$ cat src/rtl/sync_fifo_pmode.sv
// rtl/sync_fifo_pmode.sv - synchronous FIFO, any depth, FWFT or registered read, thresholds and sticky errors
module sync_fifo_pmode #(
    parameter int DATA_W    = 32,
    parameter int DEPTH     = 8,
    parameter int FWFT      = 1,
    parameter int AFULL_TH  = 6,
    parameter int AEMPTY_TH = 2,
    localparam int CNT_W    = $clog2(DEPTH + 1)
) (
    input  logic              clk,
    input  logic              rst_n,
    input  logic              flush,
    input  logic              wr_en,
    input  logic [DATA_W-1:0] wr_data,
    input  logic              rd_en,
    output logic [DATA_W-1:0] rd_data,
    output logic              rd_data_vld,
    output logic              full,
    output logic              empty,
    output logic              almost_full,
    output logic              almost_empty,
    output logic [CNT_W-1:0]  count,
    output logic              overflow,
    output logic              underflow
);

    localparam int PTR_W = $clog2(DEPTH);
    localparam logic [PTR_W-1:0] LAST_IDX = PTR_W'(DEPTH - 1);

    logic [DATA_W-1:0] mem_q [DEPTH];

    logic [PTR_W-1:0] wr_ptr_q, wr_ptr_d;
    logic [PTR_W-1:0] rd_ptr_q, rd_ptr_d;
    logic [CNT_W-1:0] count_q, count_d;
    logic             overflow_q, overflow_d;
    logic             underflow_q, underflow_d;
    logic             push_acc, pop_acc;

    assign full         = (count_q == CNT_W'(DEPTH));
    assign empty        = (count_q == '0);
    assign almost_full  = (count_q >= CNT_W'(AFULL_TH));
    assign almost_empty = (count_q <= CNT_W'(AEMPTY_TH));
    assign count        = count_q;
    assign overflow     = overflow_q;
    assign underflow    = underflow_q;

    // Flush masks both requests so it also suppresses the memory write.
    assign push_acc = wr_en & ~full & ~flush;
    assign pop_acc  = rd_en & ~empty & ~flush;

    always_comb begin
        wr_ptr_d    = wr_ptr_q;
        rd_ptr_d    = rd_ptr_q;
        count_d     = count_q;
        overflow_d  = overflow_q;
        underflow_d = underflow_q;
        if (flush) begin
            wr_ptr_d    = '0;
            rd_ptr_d    = '0;
            count_d     = '0;
            overflow_d  = 1'b0;
            underflow_d = 1'b0;
        end else begin
            if (push_acc) begin
                wr_ptr_d = (wr_ptr_q == LAST_IDX) ? '0 : wr_ptr_q + PTR_W'(1);
            end
            if (pop_acc) begin
                rd_ptr_d = (rd_ptr_q == LAST_IDX) ? '0 : rd_ptr_q + PTR_W'(1);
            end
            case ({push_acc, pop_acc})
                2'b10:   count_d = count_q + CNT_W'(1);
                2'b01:   count_d = count_q - CNT_W'(1);
                default: count_d = count_q;
            endcase
            overflow_d  = overflow_q | (wr_en & full);
            underflow_d = underflow_q | (rd_en & empty);
        end
    end

    always_ff @(posedge clk or negedge rst_n) begin
        if (!rst_n) begin
            wr_ptr_q    <= '0;
            rd_ptr_q    <= '0;
            count_q     <= '0;
            overflow_q  <= 1'b0;
            underflow_q <= 1'b0;
        end else begin
            wr_ptr_q    <= wr_ptr_d;
            rd_ptr_q    <= rd_ptr_d;
            count_q     <= count_d;
            overflow_q  <= overflow_d;
            underflow_q <= underflow_d;
        end
    end

    // Storage carries no reset; occupancy alone decides what is valid.
    always_ff @(posedge clk) begin
        if (push_acc) begin
            mem_q[wr_ptr_q] <= wr_data;
        end
    end

    if (FWFT != 0) begin : g_fwft
        assign rd_data     = empty ? '0 : mem_q[rd_ptr_q];
        assign rd_data_vld = ~empty;
    end else begin : g_reg
        logic [DATA_W-1:0] rd_data_q;
        logic              rd_vld_q;

        always_ff @(posedge clk or negedge rst_n) begin
            if (!rst_n) begin
                rd_data_q <= '0;
                rd_vld_q  <= 1'b0;
            end else begin
                rd_vld_q <= pop_acc;
                if (pop_acc) begin
                    rd_data_q <= mem_q[rd_ptr_q];
                end
            end
        end

        assign rd_data     = rd_data_q;
        assign rd_data_vld = rd_vld_q;
    end

endmodule

$ cat config.mk
export PLATFORM = sky130hd
export DESIGN_NAME = sync_fifo_pmode
export DESIGN_NICKNAME = d
export VERILOG_FILES = /design/src/rtl/sync_fifo_pmode.sv
export SDC_FILE = /design/constraint.sdc
export NUM_CORES = 1
export LEC_CHECK = 0
export CORE_UTILIZATION = 52
export DETAILED_ROUTE_END_ITERATION = 10
export HOLD_SLACK_MARGIN = 0.02
export PLACE_DENSITY = 0.75
export REMOVE_ABC_BUFFERS = 1
export SYNTH_ARGS = -nofsm -noshare
export SYNTH_HDL_FRONTEND = slang
export SYNTH_SLANG_ARGS = --single-unit
$ cat constraint.sdc
create_clock -name clk -period 3.6 [get_ports clk]
set_input_delay 0.36 -clock clk [delete_from_list [all_inputs] [get_ports clk]]
set_output_delay 0.36 -clock clk [all_outputs]
set_load 0.02 [all_outputs]
==> results of run 1 <==
[cells by family after synthesis]
kind of cell | count (synthesis) | synth area share
AOI/OAI and AO/OA | 25 | 0.01641
xor gates and xnor gates | 1 | 0.0008326
adders and majority gates | 6 | 0.007135
buffers and inverters | 33 | 0.01403
DFF | 268 | 0.7592
muxes | 97 | 0.1684
and+or+nand+nor | 78 | 0.03401
[layout make-up]
class / instances / area [um^2]
Sequential cell: 268 / 7994
Fill cell: 1356 / 7002
Multi-Input combinational cell: 207 / 2441
Timing Repair Buffer: 98 / 996.0
Clock buffer: 28 / 679.4
Tap cell: 265 / 331.6
Clock inverter: 15 / 191.4
Inverter: 5 / 18.77
[final timing paths]
kind,endpoint,cells past startpoint
worst max-delay path,rd_data[24],5
worst min-delay path,overflow,1
worst max register to register,count[2],6
worst min register to register,underflow,2
max in group asynchronous,rd_ptr_q[0],1
min in group clk,underflow,2
[sequential cells by signal (all words and copies together) (netlist names)]
| name | flops |
|---|---|
| mem_q | 256 |
| count | 4 |
| wr_ptr_q | 3 |
| underflow | 1 |
| rd_ptr_q | 3 |
| overflow | 1 |
[per-layer routing]
layer	share of wire	vias up
met4	0.014	0
li1	-	2271
met3	0.061	22
met2	0.52	146
met1	0.41	2660
met5	0	-
[metrics by stage]
stage | worst slack (ps) | hold slack [ps]
floorplan | -489.2 | 64.41
global placement | 801.2 | 482.3
detailed placement | 787.3 | 483.6
CTS | 283.4 | 206.9
global route | 217.1 | 216.0
finish | 379.5 | 196.1
[power by group]
part / switching, W / internal [W] / total, W / leakage [nW]
Combinational: 0.00135 / 0.00127 / 0.00261 / 1.07
Clock: 0.00112 / 0.00165 / 0.00276 / 0.414
Sequential: 0.000136 / 0.00354 / 0.00368 / 2.47
[cells in the final DEF (no fill, tap or decap), types with 3 or more instances in the layout]
cell type / synthesis / layout
a21oi_1: 12 / 12
buf_12: 0 / 5
buf_4: 0 / 14
bufinv_16: 0 / 4
clkbuf_16: 0 / 27
clkdlybuf4s50_1: 0 / 79
clkinv_1: 2 / 5
clkinvlp_4: 0 / 4
dfrtp_1: 12 / 9
edfxtp_1: 256 / 256
ha_1: 6 / 6
inv_1: 3 / 3
mux2i_1: 33 / 33
mux4_2: 64 / 64
nand2_1: 10 / 10
nand2b_1: 5 / 5
nand3_1: 5 / 5
nor2_1: 42 / 36
nor2_4: 0 / 6
nor3_1: 7 / 5
o21ai_0: 4 / 4
or3_1: 3 / 3
==> summary.md, run 1 <==
| Metric | Value |
|---|---|
| Core area | 19650 um^2 |
| WP data arrival | 2860 ps |
| Post-layout util | 0.6437 |
| Via count | 5099 |
| GPL Wtd Cong | 0.7317 |
| DIE HEIGHT | 144.2 um |
| Number of buffers created by CTS | 27 |
| Post_cts resized | 0 |
| Ys flop type | edfxtp_1 |
| Vias/cell | 5.755 |
| Post-route setup TNS | 0 ps |
| RR Startpoint | count[0] |
| Top Family by Delay on Critical Path | buffers and inverters |
| Worst path slowest cell | dfrtp_4 |
| First-pass GRT wire length | 30970 um |
| Crit. End Element | primary output |
| CTS tree | built |
| Post-synth EDFFs | 256 |
| Initial core utilization | 0.5353 |
| Relative max-transition margin | 0.3439 |
| Async SR Flop Fraction | 0.04478 |
| GR peak layer | met2 |
| Post-Syn Area | 10520 um^2 |
| Area leader, netlist | edfxtp_1 |
| Pwr dens | 715.5 nW/um^2 |
| Max Cap Viol | 0 |
| Worst Path Required | 3240 ps |
| Ports | 80 |
| Placed insts | 843 |
| CP startpoint | rd_ptr_q[0] |
| Crit path buf inv count | 2 |
| Number of I/O port buffers | 79 |
| Placed inst area | 11780 um^2 |
| Root Driver | clkbuf_16 |
| RSZ-0062 raised after global routing | false |
| Worst Hold Class | in2async |
| DRT Pass-1 Iters | 4 |
| Met3 GRT Util | 0.03642 |
| Top-area cell type share of the netlist area | 0.7306 |
| Final hold violations | 0 |
| Slew @ Worst Pin | 971.4 ps |
| Fmax | 310.5 MHz |
| CP cell instances | buf_4 -> mux4_2 -> mux2i_1 -> nor2_1 -> clkdlybuf4s50_1 |
| Design Area, Final | 12650 um^2 |
| Clock Sinks | 268 |
| Die X | 144.2 um |
| Vias in the first global route | 5624 |
| Total power | 0.009052 W |
| DRC Markers | 0 |
| Fin Clk Skew | 18.90 ps |
| Synth unique cells | 34 |
| Clk_lat worst skew | 530 ps |
| Postcts setup bufs | 0 |
| Mapped Cells | 508 |
| Final #Nets | 650 |
| CTS max path bufs | 3 |
| Worst path max stage delay | 650 ps |
| Peak VDD IR | 408.9 uV |
| Largest net degree at the start of global routing | 41 |
| Synth warnings | 0 |
| Final setup violating endpoints | 0 |
| CP max FO | 17 |
| HPWL after DPL | 11310 um |
| Area Overhead vs Synth | 20.25% |
| Synth top cells by count | edfxtp_1, mux4_2, nor2_1 |
| Final WL | 19990 um |
| Final worst path period need | 3221 ps |
| Hold buffer count at CTS | 0 |
| Clock-pin slew on the worst setup and hold paths | 60 ps |
| Total gr overflow | 0 |
| Total global-route track usage | 0.2037 |
| DIE AREA | 20810 um^2 |
| Core Rows | 51 |
| Drt wl/cell | 22.56 um |
| Reg2reg setup slack | 890 ps |
| Met1 Track Usage GR | 0.2739 |
| Count leader, synth | edfxtp_1 |
| Final std cells w/o fill | 886 |
| Routed Antenna Nets | 0 |
| CTS H-tree lvls | 1 |
| Post-synthesis sequential area ratio | 0.7592 |
| Starting DRT DRC Count | 334 |
| Max-slew violation count | 0 |
| Period utilization | 0.8946 |
| Startpoint types | register |
| Met2 GRT Util | 0.3491 |
| Crit Path Category | reg2out |
| Static leakage | 3.951 nW |
| Flop and latch count out of synthesis | 268 |
| Run status | completed |
| Share of cells above drive strength 1 | 0.2174 |
| Initial antenna violation count | 0 |
| Mean Syn Cell Area | 20.71 um^2 |
| N_diodes | 0 |
| Largest cells by area after synthesis | edfxtp_1, mux4_2, mux2i_1 |
Power figures use the tool's default switching activity.
==> run 2: changes to the inputs <==
--- a/config.mk
+++ b/config.mk
@@ -6,8 +6,9 @@
 export NUM_CORES = 1
 export LEC_CHECK = 0
-export CORE_UTILIZATION = 52
+export CORE_UTILIZATION = 53
+export CTS_BUF_LIST = sky130_fd_sc_hd__clkbuf_4 sky130_fd_sc_hd__clkbuf_8
 export DETAILED_ROUTE_END_ITERATION = 10
 export HOLD_SLACK_MARGIN = 0.02
-export PLACE_DENSITY = 0.75
+export PLACE_DENSITY = 0.76
 export REMOVE_ABC_BUFFERS = 1
 export SYNTH_ARGS = -nofsm -noshare
==> constraint.sdc (replaced) <==
create_clock -name clk -period 3.6 [get_ports clk]
set_input_delay 0.72 -clock clk [delete_from_list [all_inputs] [get_ports clk]]
set_output_delay 0.72 -clock clk [all_outputs]
set_load 0.02 [all_outputs]
==> run 2 against run 1 <==
Clock skew up 2.4 ps. Combinational power about the same. Worst hold slack better by 330 ps. Via count up 3.6%. First-iteration DRC count up 21%. Largest cell class unchanged.
==> summary.md, run 2 (synthesized netlist as in run 1, its figures left out) <==
| Metric | Value |
|---|---|
| Max-slew violation count | 0 (unchanged) |
| Post_cts resized | 1 (+1) |
| Startpoint types | register |
| Max reg flops | 256 (unchanged) |
| Final hold violations | 0 (unchanged) |
| Final hold slack | 528.6 ps (+332.5 ps) |
| Clock Sinks | 268 (unchanged) |
| Postcts setup bufs | 0 (unchanged) |
| Max Cap Viol | 0 (unchanged) |
| Final setup violating endpoints | 0 (unchanged) |
| RSZ-0062 raised after global routing | false |
| CP max FO | 23 (+6) |
| Fmax | 286.4 MHz (-7.8%) |
| DRC Markers | 0 (unchanged) |
| Placed inst area | 11860 um^2 (+0.70%) |
| WP data arrival | 2770 ps (-90 ps) |
| Starting DRT DRC Count | 403 (+21%) |
| Largest net degree at the start of global routing | 33 (-20%) |
| Final worst path period need | 3492 ps (+271.1 ps) |
| Drt wl/cell | 21.55 um (-4.5%) |
| Vias/cell | 5.714 (-0.72%) |
| Die X | 142.9 um (-0.94%) |
| Post-layout util | 0.6533 (+0.009547) |
| Worst Path Required | 2880 ps (-360 ps) |
| Worst Hold Class | reg2reg |
| Initial antenna violation count | 0 (unchanged) |
| Area Overhead vs Synth | 20.85% |
| HPWL after DPL | 11770 um (+4.1%) |
| CTS max path bufs | 3 (unchanged) |
| Number of I/O port buffers | 79 (unchanged) |
| Run status | completed |
| Vias in the first global route | 5505 (-2.1%) |
| Final WL | 19930 um (-0.29%) |
| Hold buffer count at CTS | 0 (unchanged) |
| Fin Clk Skew | 21.29 ps (+2.385 ps) |
| Peak VDD IR | 445.4 uV (+8.9%) |
| Via count | 5285 (+3.6%) |
| Pwr dens | 693.7 nW/um^2 (-3.0%) |
| Routed Antenna Nets | 0 (unchanged) |
| Crit. End Element | primary output |
| Share of cells above drive strength 1 | 0.2591 (+0.04170) |
| Initial core utilization | 0.5406 (+0.005266) |
| Clk_lat worst skew | 530 ps (about the same) |
| Slew @ Worst Pin | 926.1 ps (-45.31 ps) |
| Period utilization | 0.9699 (+0.07532) |
| DIE HEIGHT | 142.9 um (-0.94%) |
| Crit Path Category | reg2out |
| N_diodes | 0 (unchanged) |
| Core area | 19460 um^2 (-0.97%) |
| CTS tree | built |
| Commonest non-fill, non-tap cell in the layout | edfxtp_1 |
| Total global-route track usage | 0.2069 (+0.003198) |
| Clock-pin slew on the worst setup and hold paths | 70 ps (about the same) |
| First-pass GRT wire length | 30910 um (-0.20%) |
| CTS H-tree lvls | 2 (+1) |
| GPL Wtd Cong | 0.7717 (+5.5%) |
| Total gr overflow | 0 (unchanged) |
| DIE AREA | 20420 um^2 (-1.9%) |
| Number of buffers created by CTS | 43 (+59%) |
| Ports | 80 (unchanged) |
| Static leakage | 4.027 nW (+1.9%) |
| Relative max-transition margin | 0.3745 (+0.03060) |
| Final #Nets | 672 (+3.4%) |
| Core Rows | 51 (unchanged) |
| Root Driver | clkbuf_8 |
| Reg with most FFs | mem_q |
| DRT Pass-1 Iters | 6 (+2) |
| Design Area, Final | 12710 um^2 (+0.49%) |
| Most frequent cells in the layout | edfxtp_1, clkdlybuf4s50_1, mux4_2 |
run 2: final cells by class:
cell class / count / area [um^2]
clock buffer: 62 / 747.0
clock inverter: 14 / 92.59
fill: 1266 / 6748
inverter: 5 / 18.77
multi-input combinational: 207 / 2441
sequential: 268 / 7994
tap: 265 / 331.6
timing repair buffer: 104 / 1090
run 2: worst paths after layout:
kind | from | endpoint | slack (ps) | depth (start not counted)
min in group asynchronous | rst_n | count[3] | 580 | 1
max in group asynchronous | rst_n | rd_ptr_q[0] | 2520 | 1
setup reg to reg | count[0] | count[3] | 930 | 7
hold / removal | underflow | underflow | 530 | 2
hold reg to reg | underflow | underflow | 530 | 2
setup / recovery | rd_ptr_q[1] | rd_data[29] | 110 | 5
run 2: report_power, final:
group / switching [W] / internal, W / total, W
Combinational: 0.00134 / 0.00130 / 0.00264
Clock: 0.00110 / 0.00141 / 0.00251
Sequential: 0.000131 / 0.00354 / 0.00367
run 2: worst max-delay path, cell delays in order (launching register included):
cell and delay [ps]:
dfrtp_2 840, buf_4 280, mux4_2 300, mux2i_1 190, nor2_1 80, clkdlybuf4s50_1 550
run 2: per-stage QoR:
step	TNS [ps]	cells	total power (W)	setup WS, ps
floorplan	-51790	480	0.005280	-641.1
global placement	0	849	0.006349	525.4
detailed placement	0	849	0.006393	509.6
CTS	0	925	0.008903	62.92
global route	0	925	0.009210	2.496
finish	0	925	0.008820	108.3
run 2: routing by layer:
metal | track usage | routed length [um] | vias to the layer above | share of wire
li1 | - | - | 2328 | -
met1 | 0.2887 | 8594 | 2759 | 0.43
met2 | 0.3369 | 9880 | 167 | 0.50
met3 | 0.04024 | 1155 | 31 | 0.058
met4 | 0.05716 | 304 | 0 | 0.015
met5 | 0 | 0 | - | 0
==> run 3: changes to the inputs <==
Settings changed: SLEW_MARGIN set to 40.
Clock period 3.6 ns to 3 ns, I/O delays scaled along.
==> run 3 against run 2 <==
Flip-flop and latch count unchanged. Count of clock-buffer cells in the layout decreased by 4. Combinational power increased by 31%. The run now ends with negative setup slack left. Global-route usage increased by 0.91 points. Die area unchanged. Clock skew decreased by 1.6 ps. Sequential power increased by 19%. Non-clock buffer count increased by 21. Sequential share of layout area decreased by 1.2 points. Worst hold slack got worse by 89 ps. Critical path depth increased by 3.
==> summary.md, run 3 (synthesized netlist as in run 1, its figures left out) <==
| Metric | Value |
|---|---|
| Final setup violating endpoints | 1 (+1) |
| Final worst path period need | 3017 ps |
| Setup WS post-layout | -17.27 ps (-125.6 ps) |
| Ports | 80 (unchanged) |
| CP max FO | 8 (-65%) |
| Core Rows | 51 (unchanged) |
| Commonest non-fill, non-tap cell in the layout | edfxtp_1 |
| Worst Hold Class | in2async |
| Vias in the first global route | 5626 (+2.2%) |
| N_diodes | 0 (unchanged) |
| CTS max path bufs | 3 (unchanged) |
| Total global-route track usage | 0.2160 (+0.009109) |
| CP dominant cell by count | buf_12 |
| Reg2reg setup slack | 250 ps (-680 ps) |
| Sequential Area | 7994 um^2 (unchanged) |
| Final hold violations | 0 (unchanged) |
| Initial core utilization | 0.5406 (unchanged) |
| Relative max-transition margin | 0.6060 (+0.2314) |
| DIE AREA | 20420 um^2 (unchanged) |
| WP data arrival | 2420 ps (-350 ps) |
| Most frequent cells in the layout | edfxtp_1, mux4_2, clkdlybuf4s50_1 |
| Via count | 5367 (+1.6%) |
| RSZ-0062 raised after global routing | true |
| Fin Clk Skew | 19.66 ps (-1.622 ps) |
| Drt wl/cell | 22.36 um (+3.8%) |
| Startpoint types | register |
| DRC Markers | 0 (unchanged) |
| HPWL after DPL | 11830 um (+0.45%) |
| DIE HEIGHT | 142.9 um (unchanged) |
| Worst path slowest cell | dfrtp_4 |
| Worst path max stage delay | 530 ps (-310 ps) |
| Total gr overflow | 0 (unchanged) |
| Max-slew violation count | 0 (unchanged) |
| CTS tree | built |
| Critical Path End | rd_data[3] |
| Fmax | 331.4 MHz |
| Area Overhead vs Synth | 23.12% |
| Initial antenna violation count | 0 (unchanged) |
| Multi-input gate area | 2464 um^2 (+0.92%) |
| Core area | 19460 um^2 (unchanged) |
| Run status | finished with violations |
| Design Area, Final | 12950 um^2 (+1.9%) |
| First-pass GRT wire length | 31910 um (+3.2%) |
| Crit Path Category | reg2out |
| Static leakage | 4.237 nW (+5.2%) |
| DRT Pass-1 Iters | 5 (-1) |
| Placed inst area | 11930 um^2 (+0.55%) |
| Fillers | 1275 (+0.71%) |
| Vias/cell | 5.655 (-1.0%) |
| Share of cells above drive strength 1 | 0.3289 (+0.06986) |
| Worst Reg-to-Reg Cells | 7 (unchanged) |
| Clk_lat worst skew | 530 ps (about the same) |
| Die X | 142.9 um (unchanged) |
| Max Cap Viol | 0 (unchanged) |
| Slew @ Worst Pin | 589.2 ps (-336.9 ps) |
| RR Startpoint | count[0] |
| Final #Nets | 693 (+3.1%) |
| Largest net degree at the start of global routing | 44 (+33%) |
| Post-route setup TNS | -17.27 ps (-17.27 ps) |
| Number of buffers created by CTS | 43 (unchanged) |
| Clock Sinks | 268 (unchanged) |
| Max reg flops | 256 (unchanged) |
| Worst Path Required | 2400 ps (-480 ps) |
| CTS H-tree lvls | 2 (unchanged) |
| R2r endpoint | count[3] |
| GPL Wtd Cong | 0.7611 (-1.4%) |
| Root Driver | clkbuf_8 |
| Number of I/O port buffers | 79 (unchanged) |
| Peak VDD IR | 629.0 uV (+41%) |
| Failing checks | negative setup slack |
| CP cell instances | buf_12 -> buf_12 -> buf_12 -> buf_6 -> mux4_2 -> mux2i_4 -> nor2_1 -> buf_4 |
| Routed Antenna Nets | 0 (unchanged) |
| Hold buffer count at CTS | 0 (unchanged) |
| CP startpoint | rd_ptr_q[0] |
| Crit. End Element | primary output |
| Period utilization | 1.006 |
| Pwr dens | 833.6 nW/um^2 (+20%) |
| Clock-pin slew on the worst setup and hold paths | 60 ps (about the same) |
| Reg with most FFs | mem_q |
| Starting DRT DRC Count | 336 (-17%) |
| Final WL | 21220 um (+6.5%) |
run 3: cell types whose count changed in the layout (fill, tap and decap cells not counted), sizes merged:
cell / before / now
clkinv: 14 / 19
bufbuf: 0 / 1
clkinvlp: 1 / 2
clkdlybuf4s50: 79 / 45
buf: 25 / 47
clkbuf: 62 / 85
clkdlybuf4s15: 0 / 2
dlygate4sd2: 0 / 3
inv: 3 / 4
run 3: routing by layer:
layer  track usage  wire, um  share of wire
met1        0.2853      8843           0.42
met2        0.3682     10800           0.51
met3       0.04326      1226          0.058
met4       0.05942       351          0.017
met5             0         0              0
run 3: layout make-up:
cell class | instances | share of cell area
clock buffer | 58 | 0.05486
sequential | 268 | 0.6171
multi-input combinational | 207 | 0.1902
timing repair buffer | 125 | 0.1010
inverter | 5 | 0.001449
clock inverter | 21 | 0.009756
tap | 265 | 0.02560
run 3: power breakdown:
part / switching, W / internal, W
sequential: 0.0000923 / 0.00425
clock: 0.00137 / 0.00164
combinational: 0.00180 / 0.00165
run 3: what timing repair did:
action,4_1_cts,5_1_grt
resized for setup,57,61
pin swaps,1,1
gates cloned,2,1
buffers inserted,7,9
setup endpoints to repair,34,32
run 3: stage by stage:
| step | worst slack [ps] | hold WS [ps] | total power [W] | utilization | std cells |
|---|---|---|---|---|---|
| CTS | -168.6 | 436.0 | 0.01078 | 0.6635 | 939 |
| detailed placement | 156.8 | 490.8 | 0.007714 | 0.6129 | 851 |
| global route | -95.44 | 466.7 | 0.01126 | 0.6656 | 949 |
| floorplan | -1121 | 304.4 | 0.006337 | - | 480 |
| finish | -17.27 | 440.0 | 0.01080 | 0.6656 | 949 |
| global placement | 250.9 | 487.1 | 0.007658 | 0.6129 | 851 |
run 3: worst max-delay path, delay by kind of cell, from the launching register on:
kind / cells / cell delay [ps]
AND/OR/NAND/NOR: 1 / 70
flip-flops: 1 / 530
multiplexers: 2 / 610
buffers and inverters: 5 / 670
run 3: worst min path at each step:
stage | from | end | slack (ps)
after global routing | rst_n | count[0] | 470
after global placement | overflow | overflow | 490
after floorplan | rst_n | count[0] | 300
after CTS | rst_n | count[0] | 440
after detailed placement | overflow | overflow | 490
final | rst_n | count[0] | 440
